`src/rtl/reg_file_16.sv`:
```
// 16-entry register bank with one synchronous write port and two bypassed combinational
// read ports, plus a valid/ready engine that streams all 16 registers out for debug display.

module mux_16to1 #(
    parameter int WIDTH = 32
) (
    input  logic [15:0][WIDTH-1:0] data_i,
    input  logic [3:0]             sel_i,
    output logic [WIDTH-1:0]       data_o
);

    always_comb begin
        data_o = '0;
        for (int i = 0; i < 16; i++) begin
            if (sel_i == 4'(i)) begin
                data_o = data_i[i];
            end
        end
    end

endmodule

module reg_file_16 #(
    parameter int WIDTH    = 32,
    parameter int ZERO_REG = 1
) (
    input  logic             clk,
    input  logic             rst,
    input  logic             wr_ena,
    input  logic [3:0]       wr_addr,
    input  logic [WIDTH-1:0] wr_data,
    input  logic [3:0]       rd_addr0,
    output logic [WIDTH-1:0] rd_data0,
    input  logic [3:0]       rd_addr1,
    output logic [WIDTH-1:0] rd_data1,
    input  logic             dump_start,
    output logic             dump_busy,
    output logic             dump_valid,
    input  logic             dump_ready,
    output logic [3:0]       dump_addr,
    output logic [WIDTH-1:0] dump_data,
    output logic             dump_done
);

    localparam bit ZERO_ON = (ZERO_REG != 0);

    // Dump handshake: a beat (dump_addr/dump_data) transfers on any rising clk edge where
    // dump_valid && dump_ready; while dump_ready is low the beat is held.
    typedef enum logic [1:0] {
        IDLE = 2'd0,
        RUN  = 2'd1,
        DONE = 2'd2
    } dump_state_e;

    logic [15:0][WIDTH-1:0] regs_q;
    logic [15:0][WIDTH-1:0] regs_d;
    logic                   wr_take;
    logic [WIDTH-1:0]       mux0;
    logic [WIDTH-1:0]       mux1;

    dump_state_e state_q;
    logic [3:0]  cnt_q;
    logic        valid_q;
    logic        busy_q;
    logic        done_q;

    assign wr_take = wr_ena && !(ZERO_ON && (wr_addr == 4'd0));

    always_comb begin
        regs_d = regs_q;
        if (wr_take) begin
            regs_d[wr_addr] = wr_data;
        end
    end

    always_ff @(posedge clk or posedge rst) begin
        if (rst) begin
            regs_q <= '0;
        end else begin
            regs_q <= regs_d;
        end
    end

    mux_16to1 #(.WIDTH(WIDTH)) u_rd0_mux (
        .data_i (regs_q),
        .sel_i  (rd_addr0),
        .data_o (mux0)
    );

    mux_16to1 #(.WIDTH(WIDTH)) u_rd1_mux (
        .data_i (regs_q),
        .sel_i  (rd_addr1),
        .data_o (mux1)
    );

    // The suppressed zero register wins over the write-first bypass.
    always_comb begin
        rd_data0 = mux0;
        if (ZERO_ON && (rd_addr0 == 4'd0)) begin
            rd_data0 = '0;
        end else if (wr_ena && (rd_addr0 == wr_addr)) begin
            rd_data0 = wr_data;
        end
    end

    always_comb begin
        rd_data1 = mux1;
        if (ZERO_ON && (rd_addr1 == 4'd0)) begin
            rd_data1 = '0;
        end else if (wr_ena && (rd_addr1 == wr_addr)) begin
            rd_data1 = wr_data;
        end
    end

    always_ff @(posedge clk or posedge rst) begin
        if (rst) begin
            state_q <= IDLE;
            cnt_q   <= 4'd0;
            valid_q <= 1'b0;
            busy_q  <= 1'b0;
            done_q  <= 1'b0;
        end else begin
            case (state_q)
                IDLE: begin
                    if (dump_start) begin
                        state_q <= RUN;
                        cnt_q   <= 4'd0;
                        valid_q <= 1'b1;
                        busy_q  <= 1'b1;
                    end
                end
                RUN: begin
                    if (dump_ready) begin
                        if (cnt_q == 4'd15) begin
                            state_q <= DONE;
                            valid_q <= 1'b0;
                            done_q  <= 1'b1;
                        end else begin
                            cnt_q <= cnt_q + 4'd1;
                        end
                    end
                end
                DONE: begin
                    state_q <= IDLE;
                    done_q  <= 1'b0;
                    busy_q  <= 1'b0;
                end
                default: begin
                    state_q <= IDLE;
                    valid_q <= 1'b0;
                    busy_q  <= 1'b0;
                    done_q  <= 1'b0;
                end
            endcase
        end
    end

    // Dump data is the live stored value: no write bypass on this path.
    mux_16to1 #(.WIDTH(WIDTH)) u_dump_mux (
        .data_i (regs_q),
        .sel_i  (cnt_q),
        .data_o (dump_data)
    );

    assign dump_addr  = cnt_q;
    assign dump_valid = valid_q;
    assign dump_busy  = busy_q;
    assign dump_done  = done_q;

endmodule

```
`config.mk`:
```
export PLATFORM = sky130hd
export DESIGN_NAME = reg_file_16
export DESIGN_NICKNAME = d
export VERILOG_FILES = /design/src/rtl/reg_file_16.sv
export SDC_FILE = /design/constraint.sdc
export NUM_CORES = 2
export LEC_CHECK = 0
export CAP_MARGIN = 40
export CORE_MARGIN = 5
export CORE_UTILIZATION = 29
export DETAILED_ROUTE_END_ITERATION = 8
export SLEW_MARGIN = 20
export SYNTH_ARGS = -nofsm -noshare
export SYNTH_HDL_FRONTEND = slang
export SYNTH_SLANG_ARGS = --single-unit
export TNS_END_PERCENT = 5
```
`constraint.sdc`:
```
create_clock -name clk -period 17.7 [get_ports clk]
set_input_delay 1.77 -clock clk [delete_from_list [all_inputs] [get_ports clk]]
set_output_delay 1.77 -clock clk [all_outputs]
set_load 0.01 [all_outputs]
```
==> results.cfg <==
[status]
outcome = completed

[grt]
met3_usage = 0.1030
grt_max_degree = 69
grt_usage = 0.2712
busiest_layer = met2
grt.met2_usage = 0.3804
met1_usage = 0.3422
overflow = 0
grt_pass1_wl_um = 249400
grt_pass1_vias = 31980
antenna_found_initial = 13

[timing]
setup_tns_ps = 0
slew_headroom = 0.3563
fmaxAchievable_mhz = 127.6
rsz0062_at_grt = false
hold_viol_final = 0
finClkSkew_ps = 13.24
finalSetupViolations = 0
drv_slew = 0
period_share = 0.4427
worst_pin_slew_ps = 961.9
min_period_ps = 7837

[power_and_ir_drop]
p_leak_nw = 15.28
max-vdd-ir-drop_v = 0.00007918
total_power_mw = 5.638
power.density_mw_per_mm2 = 143.7

[clock_network]
clk_latency_ps = 650
clockRootBuffer = clkbuf_16
htree_levels = 2
clock_sinks = 521
path_clk_slew_ps = 70
cts_tree = done
cts_setup_buffers = 0
cts_buffers = 59
clockBufferDepth = 3
cts_resized = 0
hold_buffers = 0

[critical_path]
required_ps = 15930
cp_cell_sequence = buf_6 > buf_4 > nor2b_2 > buf_4 > a22oi_1 > o22ai_1 > a21oi_1 > o221a_2 > a21oi_1 > clkdlybuf4s50_1
cp_max_fo = 54
start_kind = primary input
worstSetupPathType = primary input to output pin
cp_slowest_cell = buf_4
crit_path_end_kind = output pin
slowest_delay_ps = 740
cp.arrival_ps = 6070

[die]
placeableCoreArea_mm2 = 0.1178
die_h_um = 354.0
chipWidth_um = 354.0
num_rows = 126
dieArea_mm2 = 0.1253
io_pins = 152
start_util = 0.2915

[flow_run]
drv_cap = 0

[drt]
drt_wl_total_um = 180000
final_antenna_net_count = 0
wl_per_cell_um = 35.48
via_per_inst = 6.834
drt_pass1_iterations = 9
drtIter0Drc = 6296
drc_errors = 0
via_count = 34670

[synth]
syn_inst = 3523
synth_top_cell_by_area = dfrtp_1
synth-seq-area-share = 0.3798
synth_cell_types = 90
synth.avg_cell_area_um2 = 9.744
synth_ff_type = dfrtp_1
synth_area_leaders = dfrtp_1 (38%), mux2_2 (17%), a21oi_1 (4.8%)
ys_warn_count = 0
ys_top_cells_by_count = dfrtp_1 (521), mux2_2 (511), a21oi_1 (331)
synth_edf_count = 0
yosysMostFrequentCell = dfrtp_1
synth_top_area_frac = 0.3798
yosys_register_bits = 521
mappedNetlistArea_mm2 = 0.03433
synthArstFlopShare = 1.000
synth_nets = 3576

[worst_hold_path]
hold_class = flop to flop

[place]
gp_congestion = 1.044
portBuffers = 151
placed_cells = 4936
placedInstanceArea_mm2 = 0.03707
hpwl_um = 111900

[final_layout]
nets = 3523
layout.cells.non_filler = 5073
postLayoutCellArea_mm2 = 0.03924
area_growth_pct = 14.32
final_layout_size_suffix_gt1_frac = 0.2418
-- power breakdown --
group | total [mW] | switching, mW | internal (mW)
sequential | 1.86 | 0.404 | 1.46
combinational | 2.47 | 1.47 | 1.00
clock | 1.30 | 0.554 | 0.751
-- metal layers --
| metal | share of wire | vias up | routed length (µm) |
|---|---|---|---|
| met3 | 0.15 | 1047 | 26350 |
| met4 | 0.090 | 4 | 16280 |
| met2 | 0.40 | 3375 | 71560 |
| li1 | - | 13340 | - |
| met5 | 0.00017 | - | 31 |
| met1 | 0.37 | 16910 | 65770 |
-- cells by family (layout without fill, tap and decap cells) --
| group | count (synthesis) | in the layout | synth area share |
|---|---|---|---|
| buffers and inverters | 458 | 455 | 0.06437 |
| muxes | 656 | 656 | 0.2190 |
| DFF | 521 | 521 | 0.3798 |
| other | 0 | 17 | 0 |
| adders and majority gates | 4 | 4 | 0.001458 |
| and+or+nand+nor | 618 | 618 | 0.08613 |
| AOI/OAI and AO/OA | 1257 | 1257 | 0.2469 |
| xor gates and xnor gates | 9 | 9 | 0.002296 |
-- layout by cell type (no fill, tap or decap), types with 15 or more instances in the layout --
master	n
a22o_1	37
nand3_1	37
clkdlybuf4s50_1	143
nor2b_1	19
mux2i_1	102
o211ai_1	18
nor3_1	38
diode_2	17
o32ai_1	34
buf_4	114
o311a_1	28
o221ai_1	81
clkbuf_16	60
mux2_1	20
dfrtp_1	519
clkinv_2	17
o31a_1	52
a32oi_1	15
o22ai_1	85
o21ai_0	253
a22oi_1	92
a21oi_1	331
nand2_1	166
mux4_2	23
mux2_2	511
inv_1	51
a211oi_1	33
nand2b_1	52
nor2_1	187
a221oi_1	80
-- sequential cells by signal (all words and copies together) (netlist names) --
name,cells
regs_q,512
dump_done,1
dump_busy,1
dump_valid,1
dump_addr,4
state_q,2
-- worst max-delay path, delay by kind of cell --
| family | cells | cell delay, ps |
|---|---|---|
| AOI/OAI and AO/OA | 5 | 1270 |
| buffers and inverters | 4 | 2330 |
| and+or+nand+nor | 1 | 590 |
-- per-stage QoR --
| step | util | hold slack, ps | setup WS, ps |
|---|---|---|---|
| floorplan | - | 421.6 | 1375 |
| global placement | 0.3124 | 359.4 | 10150 |
| detailed placement | 0.3148 | 360.5 | 10040 |
| CTS | 0.3319 | 374.7 | 10060 |
| global route | 0.3329 | 385.3 | 9991 |
| finish | 0.3332 | 375.7 | 9863 |
-- worst paths after layout --
check / start / end / slack [ps] / cells past startpoint
min in group asynchronous: rst / regs_q[61] / 1590 / 2
setup reg to reg: dump_addr[2] / dump_done / 15140 / 6
hold / removal: regs_q[18] / regs_q[18] / 380 / 0
max in group asynchronous: rst / regs_q[400] / 13990 / 7
hold reg to reg: regs_q[18] / regs_q[18] / 380 / 0
setup / recovery: rd_addr1[0] / rd_data1[10] / 9860 / 10
-- area by class of cell --
| class | count | area (µm²) |
|---|---|---|
| fill | 11930 | 78520 |
| clock buffer | 80 | 1677 |
| timing repair buffer | 287 | 2696 |
| tap | 1536 | 1922 |
| clock inverter | 31 | 341.6 |
| multi-input combinational | 2544 | 19300 |
| sequential | 521 | 13040 |
| antenna | 17 | 42.54 |
| inverter | 57 | 222.7 |
Note: power is estimated with default switching activity, not from simulation.
